===== config.mk =====
export PLATFORM = sky130hd
export DESIGN_NAME = ws2812_rx
export DESIGN_NICKNAME = d
export VERILOG_FILES = /design/src/rtl/ws2812_pkg.sv /design/src/rtl/ws2812_rx_sync.sv /design/src/rtl/ws2812_rx.sv
export SDC_FILE = /design/constraint.sdc
export NUM_CORES = 1
export LEC_CHECK = 0
export ABC_AREA = 1
export CORE_MARGIN = 2
export CORE_UTILIZATION = 59
export CTS_BUF_LIST = sky130_fd_sc_hd__clkbuf_8
export DETAILED_ROUTE_END_ITERATION = 12
export GPL_TIMING_DRIVEN = 0
export PLACE_DENSITY = 0.86
export SLEW_MARGIN = 20
export SYNTH_ARGS = -nofsm -noshare
export SYNTH_HDL_FRONTEND = slang
export SYNTH_HIERARCHICAL = 1
export SYNTH_SLANG_ARGS = --single-unit

===== constraint.sdc =====
create_clock -name clk -period 2.1 [get_ports clk]
set_input_delay 0.525 -clock clk [delete_from_list [all_inputs] [get_ports clk]]
set_output_delay 0.525 -clock clk [all_outputs]
set_load 0.1 [all_outputs]

===== src/rtl/ws2812_pkg.sv =====
// Shared WS2812 definitions: default 50 MHz timing, GRB field positions and
// the receiver state encoding.
package ws2812_pkg;

    localparam int T0H         = 20;
    localparam int T1H         = 40;
    localparam int T_BIT       = 62;
    localparam int T_RESET_DEF = 2500;

    localparam int PIXEL_BITS = 24;
    localparam int G_MSB = 23;
    localparam int G_LSB = 16;
    localparam int R_MSB = 15;
    localparam int R_LSB = 8;
    localparam int B_MSB = 7;
    localparam int B_LSB = 0;

    typedef enum logic [1:0] {
        RX_IDLE  = 2'd0,
        RX_ARMED = 2'd1,
        RX_HIGH  = 2'd2,
        RX_LOW   = 2'd3
    } rx_state_t;

    function automatic int idx_width(input int n);
        return (n > 1) ? $clog2(n) : 1;
    endfunction

endpackage


===== src/rtl/ws2812_rx_sync.sv =====
// Two-flop synchronizer for the WS2812 line plus a delayed copy for
// single-cycle rise/fall strobes.
module ws2812_rx_sync (
    input  logic clk,
    input  logic rst_n,
    input  logic i_din,
    output logic o_din_s,
    output logic o_rise,
    output logic o_fall
);

    logic r_meta;
    logic r_sync;
    logic r_dly;

    // synchronizer chain and edge-detect delay stage
    always_ff @(posedge clk or negedge rst_n) begin
        if (!rst_n) begin
            r_meta <= 1'b0;
            r_sync <= 1'b0;
            r_dly  <= 1'b0;
        end else begin
            r_meta <= i_din;
            r_sync <= r_meta;
            r_dly  <= r_sync;
        end
    end

    assign o_din_s = r_sync;
    assign o_rise  = r_sync & ~r_dly;
    assign o_fall  = ~r_sync & r_dly;

endmodule


===== src/rtl/ws2812_rx.sv =====
// WS2812 receiver: measures high-pulse widths, assembles GRB pixels MSB-first
// and reports frame boundaries, pixel counts and timing errors.
module ws2812_rx
    import ws2812_pkg::*;
#(
    parameter int  NUM_LED     = 8,
    parameter int  T_MIN_HIGH  = 5,
    parameter int  T_THRESH    = 30,
    parameter int  T_MAX_HIGH  = 60,
    parameter int  T_RESET_CYC = T_RESET_DEF,
    localparam int IDX_W       = idx_width(NUM_LED)
) (
    input  logic             clk,
    input  logic             rst_n,
    input  logic             i_din,
    output logic             o_pixel_valid,
    output logic [23:0]      o_pixel_data,
    output logic [IDX_W-1:0] o_pixel_index,
    output logic             o_frame_done,
    output logic [IDX_W:0]   o_pixel_count,
    output logic             o_frame_error,
    output logic             o_overflow
);

    localparam int CNT_W = $clog2(T_RESET_CYC + 1);
    localparam int PC_W  = IDX_W + 1;
    localparam logic [CNT_W-1:0] C_RESET   = CNT_W'(T_RESET_CYC);
    localparam logic [CNT_W-1:0] C_MIN     = CNT_W'(T_MIN_HIGH);
    localparam logic [CNT_W-1:0] C_THRESH  = CNT_W'(T_THRESH);
    localparam logic [CNT_W-1:0] C_MAX     = CNT_W'(T_MAX_HIGH);
    localparam logic [PC_W-1:0]  C_NUM_LED = PC_W'(NUM_LED);
    localparam logic [4:0]       C_PIX_BITS = 5'd24;

    logic w_din_s, w_rise, w_fall;

    rx_state_t        r_state, w_state_nxt;
    logic [CNT_W-1:0] r_width;
    logic [4:0]       r_bit_cnt, w_bit_cnt_nxt;
    logic [23:0]      r_shift, w_shift_nxt;
    logic [PC_W-1:0]  r_pix_cnt, w_pix_cnt_nxt;
    logic             r_ovf_flag, w_ovf_flag_nxt;

    logic             r_pixel_valid, w_pixel_valid_nxt;
    logic [23:0]      r_pixel_data, w_pixel_data_nxt;
    logic [IDX_W-1:0] r_pixel_index, w_pixel_index_nxt;
    logic             r_frame_done, w_frame_done_nxt;
    logic [PC_W-1:0]  r_pixel_count, w_pixel_count_nxt;
    logic             r_frame_error, w_frame_error_nxt;
    logic             r_overflow, w_overflow_nxt;
    logic             w_error, w_frame_end;

    ws2812_rx_sync u_sync (
        .clk     (clk),
        .rst_n   (rst_n),
        .i_din   (i_din),
        .o_din_s (w_din_s),
        .o_rise  (w_rise),
        .o_fall  (w_fall)
    );

    // level-duration counter; restarts at 1 on an edge so it reads the exact
    // number of cycles spent at the previous level on the following edge
    always_ff @(posedge clk or negedge rst_n) begin
        if (!rst_n) begin
            r_width <= '0;
        end else if (w_rise || w_fall) begin
            r_width <= CNT_W'(1);
        end else if (r_width != C_RESET) begin
            r_width <= r_width + CNT_W'(1);
        end else begin
            r_width <= r_width;
        end
    end

    // state register
    always_ff @(posedge clk or negedge rst_n) begin
        if (!rst_n) begin
            r_state <= RX_IDLE;
        end else begin
            r_state <= w_state_nxt;
        end
    end

    // datapath and registered outputs
    always_ff @(posedge clk or negedge rst_n) begin
        if (!rst_n) begin
            r_bit_cnt     <= 5'd0;
            r_shift       <= 24'd0;
            r_pix_cnt     <= '0;
            r_ovf_flag    <= 1'b0;
            r_pixel_valid <= 1'b0;
            r_pixel_data  <= 24'd0;
            r_pixel_index <= '0;
            r_frame_done  <= 1'b0;
            r_pixel_count <= '0;
            r_frame_error <= 1'b0;
            r_overflow    <= 1'b0;
        end else begin
            r_bit_cnt     <= w_bit_cnt_nxt;
            r_shift       <= w_shift_nxt;
            r_pix_cnt     <= w_pix_cnt_nxt;
            r_ovf_flag    <= w_ovf_flag_nxt;
            r_pixel_valid <= w_pixel_valid_nxt;
            r_pixel_data  <= w_pixel_data_nxt;
            r_pixel_index <= w_pixel_index_nxt;
            r_frame_done  <= w_frame_done_nxt;
            r_pixel_count <= w_pixel_count_nxt;
            r_frame_error <= w_frame_error_nxt;
            r_overflow    <= w_overflow_nxt;
        end
    end

    // next-state, bit/pixel assembly and frame bookkeeping
    always_comb begin
        w_state_nxt       = r_state;
        w_bit_cnt_nxt     = r_bit_cnt;
        w_shift_nxt       = r_shift;
        w_pix_cnt_nxt     = r_pix_cnt;
        w_ovf_flag_nxt    = r_ovf_flag;
        w_pixel_valid_nxt = 1'b0;
        w_pixel_data_nxt  = r_pixel_data;
        w_pixel_index_nxt = r_pixel_index;
        w_frame_done_nxt  = 1'b0;
        w_pixel_count_nxt = r_pixel_count;
        w_frame_error_nxt = 1'b0;
        w_overflow_nxt    = 1'b0;
        w_error           = 1'b0;
        w_frame_end       = 1'b0;

        // a full pixel is released the cycle after its 24th bit lands
        if (r_bit_cnt == C_PIX_BITS) begin
            w_bit_cnt_nxt = 5'd0;
            if (r_pix_cnt < C_NUM_LED) begin
                w_pixel_valid_nxt = 1'b1;
                w_pixel_data_nxt  = r_shift;
                w_pixel_index_nxt = r_pix_cnt[IDX_W-1:0];
                w_pix_cnt_nxt     = r_pix_cnt + PC_W'(1);
            end else begin
                w_ovf_flag_nxt = 1'b1;
            end
        end else begin
            w_bit_cnt_nxt = r_bit_cnt;
        end

        case (r_state)
            RX_IDLE: begin
                if (!w_din_s && !w_fall && (r_width >= C_RESET)) begin
                    w_state_nxt = RX_ARMED;
                end else begin
                    w_state_nxt = RX_IDLE;
                end
            end
            RX_ARMED: begin
                if (w_rise) begin
                    w_state_nxt = RX_HIGH;
                end else begin
                    w_state_nxt = RX_ARMED;
                end
            end
            RX_HIGH: begin
                if (w_fall) begin
                    if (r_width < C_MIN) begin
                        w_error = 1'b1;
                    end else begin
                        w_shift_nxt   = {r_shift[22:0], (r_width >= C_THRESH)};
                        w_bit_cnt_nxt = r_bit_cnt + 5'd1;
                        w_state_nxt   = RX_LOW;
                    end
                end else if (w_din_s && (r_width > C_MAX)) begin
                    w_error = 1'b1;
                end else begin
                    w_state_nxt = RX_HIGH;
                end
            end
            RX_LOW: begin
                // gap takes priority over a rise arriving in the same cycle
                if (r_width >= C_RESET) begin
                    w_frame_end = 1'b1;
                end else if (w_rise) begin
                    w_state_nxt = RX_HIGH;
                end else begin
                    w_state_nxt = RX_LOW;
                end
            end
            default: begin
                w_state_nxt = RX_IDLE;
            end
        endcase

        if (w_frame_end) begin
            w_frame_done_nxt  = 1'b1;
            w_pixel_count_nxt = r_pix_cnt;
            w_overflow_nxt    = r_ovf_flag;
            w_frame_error_nxt = (r_bit_cnt != 5'd0);
            w_bit_cnt_nxt     = 5'd0;
            w_pix_cnt_nxt     = '0;
            w_ovf_flag_nxt    = 1'b0;
            w_state_nxt       = RX_ARMED;
        end else if (w_error) begin
            w_frame_error_nxt = 1'b1;
            w_bit_cnt_nxt     = 5'd0;
            w_pix_cnt_nxt     = '0;
            w_ovf_flag_nxt    = 1'b0;
            w_state_nxt       = RX_IDLE;
        end else begin
            w_frame_error_nxt = 1'b0;
        end
    end

    assign o_pixel_valid = r_pixel_valid;
    assign o_pixel_data  = r_pixel_data;
    assign o_pixel_index = r_pixel_index;
    assign o_frame_done  = r_frame_done;
    assign o_pixel_count = r_pixel_count;
    assign o_frame_error = r_frame_error;
    assign o_overflow    = r_overflow;

endmodule


After elaboration in Yosys (flattened, before gate mapping)
Cells that the tools add are included.
Word-level totals
  register bits after elaboration: 86
  bits of input ports: 3
  output and inout port bits: 35
  word-level logic and storage cells: 92
Operators by class
  add/sub/neg operators: 3
  $lt $le $gt $ge: 5
  equality and inequality tests: 9
  muxes and demuxes: 38
  bitwise logic cells: 5
  reductions and logical operators: 16
Operators by type and width (number)
  $mux W5: 6
  $mux W12: 2
  $mux W1: 18
  $mux W4: 4
  $mux W2: 7
  $add A12 B1 Y12 const B: 1
  $ge A12 B12 Y1 const B: 1
  $ge A12 B5 Y1 const B: 1
  $gt A12 B6 Y1 const B: 1
  $lt A12 B3 Y1 const B: 1
  $ne A12 B12 Y1 const B: 1
  $ne A5 B5 Y1 const B: 2
  $pmux W2 S4: 1
  $reduce_and A2 Y1: 3
  $reduce_and A3 Y1: 2
  $reduce_bool A3 Y1: 2
  $add A5 B1 Y5 const B: 1
  $eq A5 B5 Y1 const B: 1
  $reduce_bool A5 Y1: 1
  $add A4 B1 Y4 const B: 1
  $eq A2 B2 Y1 const B: 2
  $lt A4 B4 Y1 const B: 1
  $ne A4 B4 Y1 const B: 1
  $logic_and A1 B1 Y1: 3
  other kinds (8): 12

Depth between registers and ports, before layout
Gate-level depths: netlist of run 1.
  depth after elaboration: 9
  depth in mapped cells: 10
  mapped depth without buffers: 10

By module
Netlist of run 1, hierarchy kept.
Modules (own cells, without submodules)
  ws2812_rx: times used 1, cells each 415, area an instance 3871.2 µm², seq. area each 2077.0 µm²
  ws2812_rx_sync: times used 1, cells each 7, area an instance 90.1 µm², seq. area each 75.1 µm²

Least setup slack after synthesis of run 1
No wires, ideal clock.
  path type: register to register
  from: register r_width[0]
  to: register r_bit_cnt[4]
  library setup time: 0.118 ns
  data arrival time: 1.347 ns
  data required time: 1.982 ns
  setup slack: 0.635 ns
  cell stages (with the launch flop): 11
  buffers on the path: 1
  cell sequence: dfrtp_1 inv_1 ha_1 nor2_4 nor2_4 nand2_4 nand2_8 buf_8 nor2_2 a21oi_1 nor2_1
Between the ends
  longest elaborated chain between the ends: 7
Ends and longest elaborated chain
  from (decl): line ws2812_rx.sv:37  | logic [CNT_W-1:0] r_width;
  from (signal assigned): line ws2812_rx.sv:69  | r_width <= r_width + CNT_W'(1);
  from (signal assigned): line ws2812_rx.sv:71  | r_width <= r_width;
  $gt A12 B6 Y1: line ws2812_rx.sv:169  | end else if (w_din_s && (r_width > C_MAX)) begin
  $logic_and A1 B1 Y1: line ws2812_rx.sv:169
  $mux W1: line ws2812_rx.sv:169
  $mux W1: line ws2812_rx.sv:161  | if (w_fall) begin
  $mux W1: line ws2812_rx.sv:145  | case (r_state)
  $mux W5: line ws2812_rx.sv:199  | end else if (w_error) begin
  $mux W5 *: line ws2812_rx.sv:190  | if (w_frame_end) begin
  named net w_bit_cnt_nxt[4]: line ws2812_rx.sv:38  | logic [4:0] r_bit_cnt, w_bit_cnt_nxt;
  to (signal assigned): line ws2812_rx.sv:99  | r_bit_cnt <= w_bit_cnt_nxt;
  to (decl): line ws2812_rx.sv:38
The timed path passes the listed nets; every way through them passes the cells marked *.
A chain may end at the register's enable or synchronous reset.

Worst setup path after layout of run 1
  from: register r_pixel_data[13] (netlist: o_pixel_data[13])
  to: output o_pixel_data[13]
RTL lines
  from (decl): line ws2812_rx.sv:44  | logic [23:0] r_pixel_data, w_pixel_data_nxt;
  from (signal assigned): line ws2812_rx.sv:104  | r_pixel_data <= w_pixel_data_nxt;
  to (decl): line ws2812_rx.sv:17  | output logic [23:0] o_pixel_data,
No word-level cell between the ends.

==> results by group, run 1 <==
Pwr
  • Clock share of power: 0.409
  • Part of the power in combinational logic: 0.055
  • VDD IR-drop max: just over 0.0008 V
  • Switching fraction of total power: 0.2374
  • Static leakage: around 2.2 nW
  • Sequential share of power: 0.536
  • Total Power Consumption: 0.003148 W
  • Switching pwr: between 0.0007 and 0.0008 W
  • Power density relative to cell area: between 600 and 700 mW/mm2
  • Internal power component: approximately 0.0024 W

Timing
  • Total Neg Setup Slack: 0 ns
  • Number of failing hold endpoints at the final stage: 0
  • Worst Tran Pin Value: slightly below 1 ns
  • Number of slew-limit violations in the final report: 0
  • Setup violators final: 0
  • Relative max-transition margin: 0.3524
  • Minimum clock period after layout: 2.070 ns
  • Unrepaired setup endpoints after global routing: false
  • Clock Skew: roughly 0.0084 ns
  • Fmax: about 0.48 GHz
  • Portion of the clock cycle consumed by the worst path in the final layout: 0.9860

Drt
  • Total length of routed wires: 8135 um
  • Via density per instance: between 5 and 6
  • DRC: 0
  • 1st-pass router iterations: 4
  • Routed wire length per instance: 14.74 um
  • Overall via count from detail_route: 2984
  • Residual antenna-violating net count after detailed routing: 0
  • Initial drt markers: 241

Worst setup path
  • Crit path max fanout: 2
  • Worst EP required: between 1.5 and 2 ns
  • Cells traversed along the worst timing path: clkdlybuf4s15_1
  • Startpoint kind of the worst setup timing path: flip-flop
  • Reg-to-Reg Start: r_bit_cnt[0]
  • Maximum cell stage delay along the critical path: roughly 0.83 ns
  • Category of cells accounting for the largest share of critical-path delay: buffers and inverters
  • Critical Path Source: o_pixel_data[13]
  • RR Endpoint: o_pixel_data[21]
  • Register-to-register setup slack: between 0.4 and 0.5 ns
  • Arrival time at the worst endpoint: ~1.6 ns
  • Worst Path Class, Setup: flip-flop to output port
  • Crit path max-delay cell type: clkdlybuf4s15_1
  • Worst Setup End Kind: output port
  • Length in cells of the worst reg-to-reg path: 10
  • Sum of buffers and inverters on the critical path: 1

GRT
  • Via count of the first global-routing pass: 3004
  • Maximum number of pins on one net before global-route repair: 61
  • Total global-route track usage: 0.2428
  • Global-route wire length before repair: 13980 um
  • Antenna violations before repair: 0
  • Total overflow reported by the global router: 0

Flow run
  • Max-cap violations: 0

Cells and area
  • Synthesis-to-layout area growth: 16.20%
  • Antenna cells: 0
  • Core Util, Final: 0.7167
  • Share of layout cells above drive strength 1: 0.2295
  • Filler-free cell count of the finished design: 552
  • Number of nets in the layout: just under 500

Yosys
  • Cells after Synth: ~420
  • Post-synth top flop: dfrtp_1
  • Cell types with the largest area share after synthesis: dfrtp_1 54%, nand2_1 9.9%, o21ai_2 5.5%
  • Sequential fraction of the synthesis area: 0.5433
  • Yosys Warn Count: 6
  • Post-synthesis cell type with the largest combined area: dfrtp_1
  • Net Count, Synth: approximately 430
  • Distinct cell type count of the synthesized netlist: 31
  • Most instantiated cells after synthesis: 104 x nand2_1, 86 x dfrtp_1, 54 x inv_1
  • Synth async-reset ratio: 1.000
  • Area fraction of the dominant cell type after synthesis: 0.5433
  • Number of synthesized flops with an enable pin: 0
  • Cell Area, Synth: roughly 0.0040 mm2
  • Synthesis-stage register bit count: 86
  • Most frequent cell after synthesis: nand2_1
  • Per-instance average area after synthesis: 9.387 um2

Placement
  • Final weighted congestion in routability-driven placement: ~0.85
  • HPWL after detailed placement: approximately 5400 um
  • Buffers added on ports: 37
  • Cells after DPL: 537

Clock network
  • TritonCTS Sinks: 86
  • Number of buffers on the longest clock path: 2
  • TritonCTS buffer count: 9
  • Root buffer cell: clkbuf_8
  • CTS HTree Levels: 3
  • TritonCTS clock tree: yes
  • Clock transition at the registers of the reported paths: about 0.09 ns
  • Clk Latency, worst-skew pair: approximately 0.36 ns

Floorplanning
  • Count of standard-cell rows: 29
  • Die outline height: 85.94 um
  • Area of the die: 0.007386 mm2
  • Floorplan die width: around 86 um
  • Initial Util: 0.6168
  • Top Ports: 38
  • Core Box Area: roughly 0.0064 mm2

Run status
  • Run status: finished clean

Worst hold path
  • Min-Delay Path Class: primary input to asynchronous set/reset pin
routing by layer:
| layer | GRT usage | vias up | wire, um |
|---|---|---|---|
| met3 | 0.03561 | 22 | 303 |
| li1 | - | 1429 | - |
| met4 | 0.1126 | 0 | 176 |
| met2 | 0.4066 | 68 | 4078 |
| met5 | 0 | - | 0 |
| met1 | 0.3131 | 1465 | 3577 |
power groups by stage:
stage                     clock network (W)  registers (W)  logic (W)
final                               0.00129        0.00169   0.000173
after global routing                0.00136        0.00169   0.000192
after CTS                           0.00130        0.00169   0.000174
after detailed placement                  0        0.00172   0.000171
after global placement                    0        0.00172   0.000160
after floorplan                           0        0.00172   0.000111
repair_timing:
item,4_1_cts,5_1_grt
gates resized for setup,71,20
hold buffers,0,0
cloned,0,0
setup buffers,0,0
endpoints found under the setup margin,35,18
how the worst max path moves through the flow:
stage / end / slack, ns / cells past startpoint
after detailed placement: o_pixel_index[0] / 0.06 / 1
after CTS: o_pixel_data[23] / 0.001 / 1
after global placement: o_pixel_data[8] / -2.40 / 1
final: o_pixel_data[13] / 0.03 / 1
after global routing: o_frame_error / 0.0003 / 1
after floorplan: r_bit_cnt[4] / 0.64 / 10
state kept, by name (all words and copies together) (netlist names):
register and flops:
o_overflow 1, o_pixel_count 4, o_pixel_data 24, o_frame_error 1
r_width 12, u_sync/r_meta 1, r_shift 24, o_frame_done 1
r_state 2, r_pix_cnt 4, r_bit_cnt 5, o_pixel_valid 1
u_sync/r_dly 1, r_ovf_flag 1, u_sync/o_din_s 1, o_pixel_index 3
cell usage in the layout, fill, tap and decap left out, types with 3 or more instances in the layout:
| cell type | count |
|---|---|
| nand2_1 | 104 |
| dfrtp_1 | 86 |
| inv_1 | 54 |
| o21ai_0 | 31 |
| nor2_1 | 28 |
| o21ai_2 | 25 |
| clkbuf_2 | 15 |
| nand3_1 | 11 |
| clkdlybuf4s15_1 | 10 |
| clkbuf_8 | 9 |
| clkdlybuf4s15_2 | 8 |
| nor2_4 | 7 |
| buf_6 | 7 |
| a21oi_1 | 7 |
| ha_1 | 7 |
| nand4_1 | 6 |
| o21ai_1 | 6 |
| inv_2 | 5 |
| nor3_1 | 5 |
| nor2_2 | 5 |
| nand2_2 | 3 |
| a21oi_2 | 3 |
| buf_4 | 3 |
logic make-up (layout without fill, tap and decap cells):
kind of cell | count (synthesis) | after routing | share of synthesized area
and+or+nand+nor | 179 | 179 | 0.2183
xor gates and xnor gates | 2 | 2 | 0.004423
DFF | 86 | 86 | 0.5433
AOI/OAI and AO/OA | 75 | 75 | 0.1229
adders and majority gates | 7 | 7 | 0.02211
buffers and inverters | 73 | 126 | 0.08907
metrics by stage:
stage | hold slack (ns) | setup slack, ns | area (um2)
CTS | 0.07565 | 0.001378 | 4672
global route | 0.09937 | 0.0002619 | 4603
global placement | 0.3334 | -2.402 | 4428
finish | 0.07195 | 0.02950 | 4603
floorplan | 0.2294 | 0.6354 | 3961
detailed placement | 0.3426 | 0.05744 | 4453
final cells by class:
type                            count  area (um2)
Multi-Input combinational cell    263        1456
Clock inverter                      6       93.84
Sequential cell                    86        2152
Timing Repair Buffer               38       327.8
Buffer                             12       118.9
Inverter                           61       234.0
Fill cell                         454        1819
Tap cell                           77       96.34
Clock buffer                        9       123.9
Power figures use the tool's default switching activity.
==> run 2, diff against run 1 <==
--- a/config.mk
+++ b/config.mk
@@ -6,12 +6,14 @@
 export NUM_CORES = 1
 export LEC_CHECK = 0
 export ABC_AREA = 1
+export CAP_MARGIN = 20
 export CORE_MARGIN = 2
-export CORE_UTILIZATION = 59
+export CORE_UTILIZATION = 53
 export CTS_BUF_LIST = sky130_fd_sc_hd__clkbuf_8
+export CTS_CLUSTER_SIZE = 12
 export DETAILED_ROUTE_END_ITERATION = 12
 export GPL_TIMING_DRIVEN = 0
-export PLACE_DENSITY = 0.86
+export PLACE_DENSITY = 0.82
 export SLEW_MARGIN = 20
 export SYNTH_ARGS = -nofsm -noshare
 export SYNTH_HDL_FRONTEND = slang
==> constraint.sdc (replaced) <==
create_clock -name clk -period 1.8 [get_ports clk]
set_input_delay 0.45 -clock clk [delete_from_list [all_inputs] [get_ports clk]]
set_output_delay 0.45 -clock clk [all_outputs]
set_load 0.1 [all_outputs]
==> run 2 against run 1 <==
Against the previous run:
- clock power increased by 3%
- core utilization fell by 6.7 points
- worst setup slack better by 0.015 ns
- flip-flop and latch count unchanged
- non-clock buffer count stayed put
- count of clock-buffer cells in the layout unchanged
- critical endpoint is now o_pixel_data[0]
- highest routed layer unchanged
==> results by group, run 2 (same netlist as run 1, synthesis figures left out) <==
Run status
  • Run status: finished clean (unchanged)

Clock network
  • Root buffer cell: clkbuf_8 (unchanged)
  • Clk Latency, worst-skew pair: 0.36 ns (about the same)
  • CTS HTree Levels: 3 (unchanged)
  • Post-CTS repair timing setup buffer count: 0 (unchanged)
  • Number of buffers on the longest clock path: 2 (unchanged)
  • Clock transition at the registers of the reported paths: 0.10 ns (was 0.09 ns)
  • TritonCTS Sinks: 86 (unchanged)
  • Hold_buf cts: 0 (unchanged)
  • TritonCTS buffer count: 9 (unchanged)
  • TritonCTS clock tree: yes (unchanged)

Timing
  • Total Neg Setup Slack: 0 ns (unchanged)
  • Number of slew-limit violations in the final report: 0 (unchanged)
  • Number of failing hold endpoints at the final stage: 0 (unchanged)
  • Setup violators final: 0 (unchanged)
  • Fmax: approximately 0.57 GHz
  • Unrepaired setup endpoints after global routing: false (unchanged)
  • Portion of the clock cycle consumed by the worst path in the final layout: 0.9750
  • Relative max-transition margin: 0.6229 (was 0.3524)
  • Minimum clock period after layout: around 1.8 ns
  • Worst path setup slack after routing: 0.04494 ns (was 0.02950 ns)
  • Worst Tran Pin Value: 0.5683 ns (was 0.9752 ns)
  • Clock Skew: 0.01266 ns (was 0.008448 ns)

Cells and area
  • Antenna cells: 0 (unchanged)
  • Core Util, Final: 0.6502 (was 0.7167)
  • Synthesis-to-layout area growth: 19.05% (was 16.20%)
  • Commonest non-fill, non-tap cells in the layout: 104 x nand2_1, 86 x dfrtp_1, 54 x inv_1 (unchanged)
  • Count of filler cells inserted in the layout: 557 (was 454)
  • Most common library cell in the layout ignoring fill and taps: nand2_1 (unchanged)
  • Share of layout cells above drive strength 1: 0.2563 (was 0.2295)
  • Number of nets in the layout: 481 (unchanged)

Worst setup path
  • Crit path max-delay cell type: clkdlybuf4s18_2 (was clkdlybuf4s15_1)
  • Worst Setup End Kind: output port (unchanged)
  • Arrival time at the worst endpoint: 1.31 ns (was 1.55 ns)
  • Worst Path Class, Setup: flip-flop to output port (unchanged)
  • Cells traversed along the worst timing path: clkdlybuf4s18_2 (was clkdlybuf4s15_1)
  • RR Endpoint: o_pixel_data[17] (was o_pixel_data[21])
  • Category of cells accounting for the largest share of critical-path delay: buffers and inverters (unchanged)
  • Register-to-register setup slack: 0.15 ns (was 0.42 ns)
  • Startpoint kind of the worst setup timing path: flip-flop (unchanged)
  • Sum of buffers and inverters on the critical path: 1 (unchanged)
  • Maximum cell stage delay along the critical path: 0.55 ns (was 0.83 ns)
  • Crit path max fanout: 2 (unchanged)
  • Length in cells of the worst reg-to-reg path: 10 (unchanged)
  • Worst EP required: 1.35 ns (was 1.57 ns)
  • Reg-to-Reg Start: r_bit_cnt[0] (unchanged)

Placement
  • Final weighted congestion in routability-driven placement: 0.8261 (was 0.8530)
  • Worst setup slack before clock tree synthesis: -0.1490 ns (was 0.05744 ns)
  • HPWL after detailed placement: 5148 um (was 5413 um)
  • Buffers added on ports: 37 (unchanged)

Floorplanning
  • Top Ports: 38 (unchanged)
  • Area of the die: 0.008182 mm2 (was 0.007386 mm2)
  • Core Box Area: 0.007253 mm2 (was 0.006422 mm2)
  • Die outline height: 90.46 um (was 85.94 um)
  • Initial Util: 0.5461 (was 0.6168)
  • Floorplan die width: 90.46 um (was 85.94 um)
  • Count of standard-cell rows: 31 (was 29)

Drt
  • Initial drt markers: 201 (was 241)
  • Routed wire length per instance: 12.58 um (was 14.74 um)
  • Total length of routed wires: 7235 um (was 8135 um)
  • Residual antenna-violating net count after detailed routing: 0 (unchanged)
  • 1st-pass router iterations: 4 (unchanged)
  • DRC: 0 (unchanged)
  • Overall via count from detail_route: 2842 (was 2984)
  • Via density per instance: 4.943 (was 5.406)

GRT
  • Antenna violations before repair: 0 (unchanged)
  • Maximum number of pins on one net before global-route repair: 57 (was 61)
  • Total global-route track usage: 0.1929 (was 0.2428)
  • Total overflow reported by the global router: 0 (unchanged)
  • Global-route wire length before repair: 12750 um (was 13980 um)
  • Via count of the first global-routing pass: 2818 (was 3004)

Worst hold path
  • Min-Delay Path Class: primary input to asynchronous set/reset pin (unchanged)

Pwr
  • Power density relative to cell area: 740.3 mW/mm2 (was 683.9 mW/mm2)
  • Static leakage: 2.203 nW (was 2.237 nW)
  • VDD IR-drop max: 0.0004376 V (was 0.0008238 V)

Flow run
  • Max-cap violations: 0 (unchanged)
==> run 2: cell types whose count changed in the layout (fill, tap and decap cells not counted) <==
cell,previous run,this run
bufinv_16,2,0
clkinvlp_4,1,0
clkinv_4,1,2
inv_6,2,1
inv_8,0,4
clkdlybuf4s15_2,8,32
clkbuf_2,15,0
clkdlybuf4s15_1,10,0
clkdlybuf4s18_2,0,3
dlygate4sd2_1,2,0
==> run 2: layer usage <==
layer	vias up	wire length (um)	GRT usage
met5	-	0	0
met4	0	157	0.08718
met3	15	202	0.03589
li1	1435	-	-
met1	1345	3331	0.2497
met2	47	3543	0.3177
==> run 2: what timing repair did <==
item | 4_1_cts | 5_1_grt
setup endpoints to repair | 35 | 3
gates resized for setup | 105 | 3
hold endpoints to repair | 0 | 0
==> run 2: through the flow <==
step,hold WS [ns],power (W),std cells,instance area [um2]
after global routing,0.04680,0.003642,575,4716
after global placement,0.3381,0.002193,558,4456
after detailed placement,0.3405,0.002204,559,4481
final,0.02045,0.003491,575,4716
after floorplan,0.1544,0.002131,422,3961
after CTS,0.02770,0.003521,575,4720
==> run 2: how the worst max path moves through the flow <==
stage	cells after the start	slack, ns	to	start
2_1_floorplan	10	0.34	r_bit_cnt[4]	r_width[0]
3_3_place_gp	1	-2.75	o_pixel_count[0]	rst_n
3_5_place_dp	1	-0.15	o_pixel_data[0]	o_pixel_data[0]
4_1_cts	1	0.02	o_pixel_data[22]	o_pixel_data[22]
5_1_grt	1	0.003	o_pixel_data[0]	o_pixel_data[0]
6_report	1	0.04	o_pixel_data[0]	o_pixel_data[0]
==> run 2: area by class of cell <==
| cell class | instances | area, um2 | share of cell area |
|---|---|---|---|
| Timing Repair Buffer | 38 | 435.4 | 0.09233 |
| Buffer | 12 | 118.9 | 0.02521 |
| Inverter | 61 | 234.0 | 0.04962 |
| Tap cell | 99 | 123.9 | 0.02627 |
| Clock inverter | 7 | 71.32 | 0.01512 |
| Sequential cell | 86 | 2152 | 0.4564 |
| Clock buffer | 9 | 123.9 | 0.02627 |
| Multi-Input combinational cell | 263 | 1456 | 0.3088 |
==> run 2: report_power, final <==
group	switching, W	internal (W)	total [W]
combinational	0.000130	0.0000668	0.000197
sequential	0.0000189	0.00195	0.00197
clock	0.000777	0.000550	0.00133
total	0.000926	0.00257	0.00349
==> run 3, diff against run 2 <==
--- a/config.mk
+++ b/config.mk
@@ -5,7 +5,6 @@
 export SDC_FILE = /design/constraint.sdc
 export NUM_CORES = 1
 export LEC_CHECK = 0
-export ABC_AREA = 1
 export CAP_MARGIN = 20
 export CORE_MARGIN = 2
 export CORE_UTILIZATION = 53
@@ -17,5 +16,4 @@
 export SLEW_MARGIN = 20
 export SYNTH_ARGS = -nofsm -noshare
 export SYNTH_HDL_FRONTEND = slang
-export SYNTH_HIERARCHICAL = 1
 export SYNTH_SLANG_ARGS = --single-unit
==> run 3 against run 2 <==
Against the previous run:
- the run now ends with negative hold slack, negative setup slack left
- largest cell class unchanged
- non-clock buffer count grew 31
- flip-flop and latch count is the same
- combinational power grew 21%
- via count shrank 8.1%
- maximum frequency shrank 16%
- total power grew 6.1%
- final cell count shrank 19%
- wire length grew 15%
- critical path depth grew 4
- clock power grew 13%
- worst setup slack lost 0.33 ns
- cell area grew 7.8%
==> results by group, run 3 <==
Yosys
  • Net Count, Synth: 301 (was 432)
  • Area fraction of the dominant cell type after synthesis: 0.5647 (was 0.5433)
  • Cells after Synth: 288 (was 422)
  • Distinct cell type count of the synthesized netlist: 51 (was 31)
  • Cell Area, Synth: 0.003811 mm2 (was 0.003961 mm2)
  • Yosys Warn Count: 0 (was 6)
  • Synth async-reset ratio: 1.000 (unchanged)
  • Sequential fraction of the synthesis area: 0.5647 (was 0.5433)
  • Post-synth top flop: dfrtp_1 (unchanged)
  • Synthesis-stage register bit count: 86 (unchanged)
  • Most instantiated cells after synthesis: 86 x dfrtp_1, 37 x mux2_2, 17 x mux2_4, 17 x nor2_1, 12 x nor3_1 (was 104 x nand2_1, 86 x dfrtp_1, 54 x inv_1)
  • Cell types with the largest area share after synthesis: dfrtp_1 56%, mux2_2 11%, mux2_4 6.7% (was dfrtp_1 54%, nand2_1 9.9%, o21ai_2 5.5%)
  • Post-synthesis cell type with the largest combined area: dfrtp_1 (unchanged)
  • Per-instance average area after synthesis: 13.23 um2 (was 9.387 um2)
  • Most frequent cell after synthesis: dfrtp_1 (was nand2_1)
  • Number of synthesized flops with an enable pin: 0 (unchanged)

Placement
  • Buffers added on ports: 37 (unchanged)
  • Final weighted congestion in routability-driven placement: 0.8221 (was 0.8261)
  • Area of placed instances: 0.004349 mm2 (was 0.004481 mm2)
  • HPWL after detailed placement: 4554 um (was 5148 um)
  • Cells after DPL: 422 (was 559)
  • Worst setup slack before clock tree synthesis: -0.4311 ns (was -0.1490 ns)

Timing
  • Clock Skew: 0.009444 ns (was 0.01266 ns)
  • Worst path setup slack after routing: -0.2814 ns (was 0.04494 ns)
  • Number of failing hold endpoints at the final stage: 1 (was 0)
  • Final hold slack: -0.0003289 ns (was 0.02045 ns)
  • Portion of the clock cycle consumed by the worst path in the final layout: 1.156 (was 0.9750)
  • Fmax: 0.4804 GHz (was 0.5698 GHz)
  • Setup violators final: 35 (was 0)
  • Unrepaired setup endpoints after global routing: true (was false)
  • Relative max-transition margin: 0.6241 (was 0.6229)
  • Worst Tran Pin Value: 0.5665 ns (was 0.5683 ns)
  • Minimum clock period after layout: 2.081 ns (was 1.755 ns)
  • Number of slew-limit violations in the final report: 0 (unchanged)

Worst setup path
  • Crit path max-delay cell type: or4_4 (was clkdlybuf4s18_2)
  • Maximum cell stage delay along the critical path: 0.56 ns (was 0.55 ns)
  • Category of cells accounting for the largest share of critical-path delay: simple AND/OR/NAND/NOR gates (was buffers and inverters)
  • Worst EP required: 2.05 ns (was 1.35 ns)
  • Startpoint kind of the worst setup timing path: flip-flop (unchanged)
  • Arrival time at the worst endpoint: 2.33 ns (was 1.31 ns)
  • Worst Path Class, Setup: flip-flop to flip-flop (was flip-flop to output port)
  • Crit path max fanout: 8 (was 2)
  • Sum of buffers and inverters on the critical path: 2 (was 1)
  • Cells traversed along the worst timing path: or4_4 -> o41a_1 -> buf_6 -> buf_12 -> mux2_4 (was clkdlybuf4s18_2)
  • Worst Setup End Kind: flip-flop (was output port)

Floorplanning
  • Count of standard-cell rows: 30 (was 31)
  • Area of the die: 0.007885 mm2 (was 0.008182 mm2)
  • Floorplan die width: 88.80 um (was 90.46 um)
  • Initial Util: 0.5548 (was 0.5461)
  • Core Box Area: 0.006869 mm2 (was 0.007253 mm2)
  • Top Ports: 38 (unchanged)
  • Die outline height: 88.80 um (was 90.46 um)

GRT
  • Antenna violations before repair: 0 (unchanged)
  • Via count of the first global-routing pass: 2556 (was 2818)
  • Maximum number of pins on one net before global-route repair: 58 (was 57)
  • Total overflow reported by the global router: 0 (unchanged)
  • Total global-route track usage: 0.2092 (was 0.1929)
  • Global-route wire length before repair: 12360 um (was 12750 um)

Drt
  • Total length of routed wires: 8351 um (was 7235 um)
  • Initial drt markers: 192 (was 201)
  • Routed wire length per instance: 17.92 um (was 12.58 um)
  • Residual antenna-violating net count after detailed routing: 0 (unchanged)
  • 1st-pass router iterations: 4 (unchanged)
  • Overall via count from detail_route: 2611 (was 2842)
  • DRC: 0 (unchanged)
  • Via density per instance: 5.603 (was 4.943)

Cells and area
  • Number of nets in the layout: 378 (was 481)
  • Synthesis-to-layout area growth: 33.39% (was 19.05%)
  • Core Util, Final: 0.7401 (was 0.6502)
  • Commonest non-fill, non-tap cells in the layout: 80 x dfrtp_1, 32 x clkdlybuf4s15_2, 31 x mux2_2 (was 104 x nand2_1, 86 x dfrtp_1, 54 x inv_1)
  • Filler-free cell count of the finished design: 466 (was 575)
  • Final Instance Area: 0.005084 mm2 (was 0.004716 mm2)
  • Antenna cells: 0 (unchanged)
  • Share of layout cells above drive strength 1: 0.5027 (was 0.2563)
  • Most common library cell in the layout ignoring fill and taps: dfrtp_1 (was nand2_1)

Clock network
  • Root buffer cell: clkbuf_8 (unchanged)
  • Number of buffers on the longest clock path: 2 (unchanged)
  • CTS HTree Levels: 3 (unchanged)
  • TritonCTS clock tree: yes (unchanged)
  • TritonCTS buffer count: 9 (unchanged)
  • Hold_buf cts: 0 (unchanged)
  • TritonCTS Sinks: 86 (unchanged)
  • Clock transition at the registers of the reported paths: 0.09 ns (was 0.10 ns)
  • Clk Latency, worst-skew pair: 0.37 ns (was 0.36 ns)

Pwr
  • Switching fraction of total power: 0.2365 (was 0.2652)
  • Static leakage: 2.382 nW (was 2.203 nW)
  • VDD IR-drop max: 0.0005616 V (was 0.0004376 V)
  • Sequential share of power: 0.530 (was 0.564)
  • Power density relative to cell area: 728.5 mW/mm2 (was 740.3 mW/mm2)
  • Internal power component: 0.002828 W (was 0.002565 W)
  • Switching pwr: 0.0008757 W (was 0.0009259 W)
  • Part of the power in combinational logic: 0.065 (was 0.056)
  • Clock share of power: 0.406 (was 0.380)

Flow run
  • Max-cap violations: 0 (unchanged)

Run status
  • Run status: finished with violations (was finished clean)
  • Failing checks: negative hold slack, negative setup slack

Worst hold path
  • Min-Delay Path Class: primary input to asynchronous set/reset pin (unchanged)
[run 3: final timing paths]
path	cells after the start	endpoint	slack (ns)	from
min	1	o_pixel_data[15]	-0.0003	rst_n
min in group clk	0	u_sync.o_din_s	0.37	u_sync.r_meta
max reg2reg	5	r_shift[16]	-0.28	r_width[7]
max in group asynchronous	2	r_width[0]	1.17	rst_n
max	5	r_shift[16]	-0.28	r_width[7]
min reg2reg	0	u_sync.o_din_s	0.37	u_sync.r_meta
[run 3: logic make-up after synthesis]
family,count (synthesis),share of synthesized area
flip-flops,86,0.5647
adder cells (fa/ha/maj),10,0.03283
AND/OR/NAND/NOR,79,0.1129
buffers and inverters,23,0.03480
multiplexers,58,0.1868
AO/OA/AOI/OAI,22,0.04498
XOR/XNOR,10,0.02298
[run 3: per-layer routing]
| layer | GRT usage | wire length, um | up-vias |
|---|---|---|---|
| li1 | - | - | 1181 |
| met1 | 0.2694 | 3596 | 1324 |
| met2 | 0.3412 | 4210 | 83 |
| met3 | 0.06157 | 350 | 23 |
| met4 | 0.06887 | 193 | 0 |
| met5 | 0 | 0 | - |
[run 3: final cells by class]
type                            instances  area [um2]
Tap cell                               96       120.1
Buffer                                  9       108.9
Inverter                                8       30.03
Timing Repair Buffer                   72       742.0
Fill cell                             428        1785
Clock buffer                            9       123.9
Multi-Input combinational cell        179        1702
Sequential cell                        86        2160
Clock inverter                          7       97.59
[run 3: timing repair]
item,CTS,global route
gates resized for setup,134,38
setup endpoints to repair,106,74
hold endpoints to repair,0,0
setup buffers,19,13
cloned,2,0
pin swaps,9,10
[run 3: power groups by stage]
| stage | Sequential, W | Clock [W] | Combinational [W] |
|---|---|---|---|
| after floorplan | 0.00200 | 0 | 0.0000907 |
| after CTS | 0.00197 | 0.00151 | 0.000187 |
| after global placement | 0.00201 | 0 | 0.000149 |
| after global routing | 0.00196 | 0.00160 | 0.000268 |
| final | 0.00196 | 0.00150 | 0.000239 |
| after detailed placement | 0.00201 | 0 | 0.000160 |
[run 3: metrics by stage]
| stage | setup TNS (ns) | hold WS, ns | total power (W) |
|---|---|---|---|
| 6_report | -7.537 | -0.0003289 | 0.003703 |
| 5_1_grt | -10.21 | 0.01092 | 0.003836 |
| 4_1_cts | -9.049 | 0.003470 | 0.003674 |
| 3_5_place_dp | -23.01 | 0.3378 | 0.002170 |
| 3_3_place_gp | -252.54 | 0.3452 | 0.002157 |
| 2_1_floorplan | -6.747 | 0.1544 | 0.002095 |
[run 3: worst reg2reg max path, delay by kind of cell (launching register included)]
kind / cells / cell delay, ns
flip-flops: 1 / 0.42
buffers and inverters: 2 / 0.31
AO/OA/AOI/OAI: 1 / 0.39
AND/OR/NAND/NOR: 1 / 0.56
multiplexers: 1 / 0.30
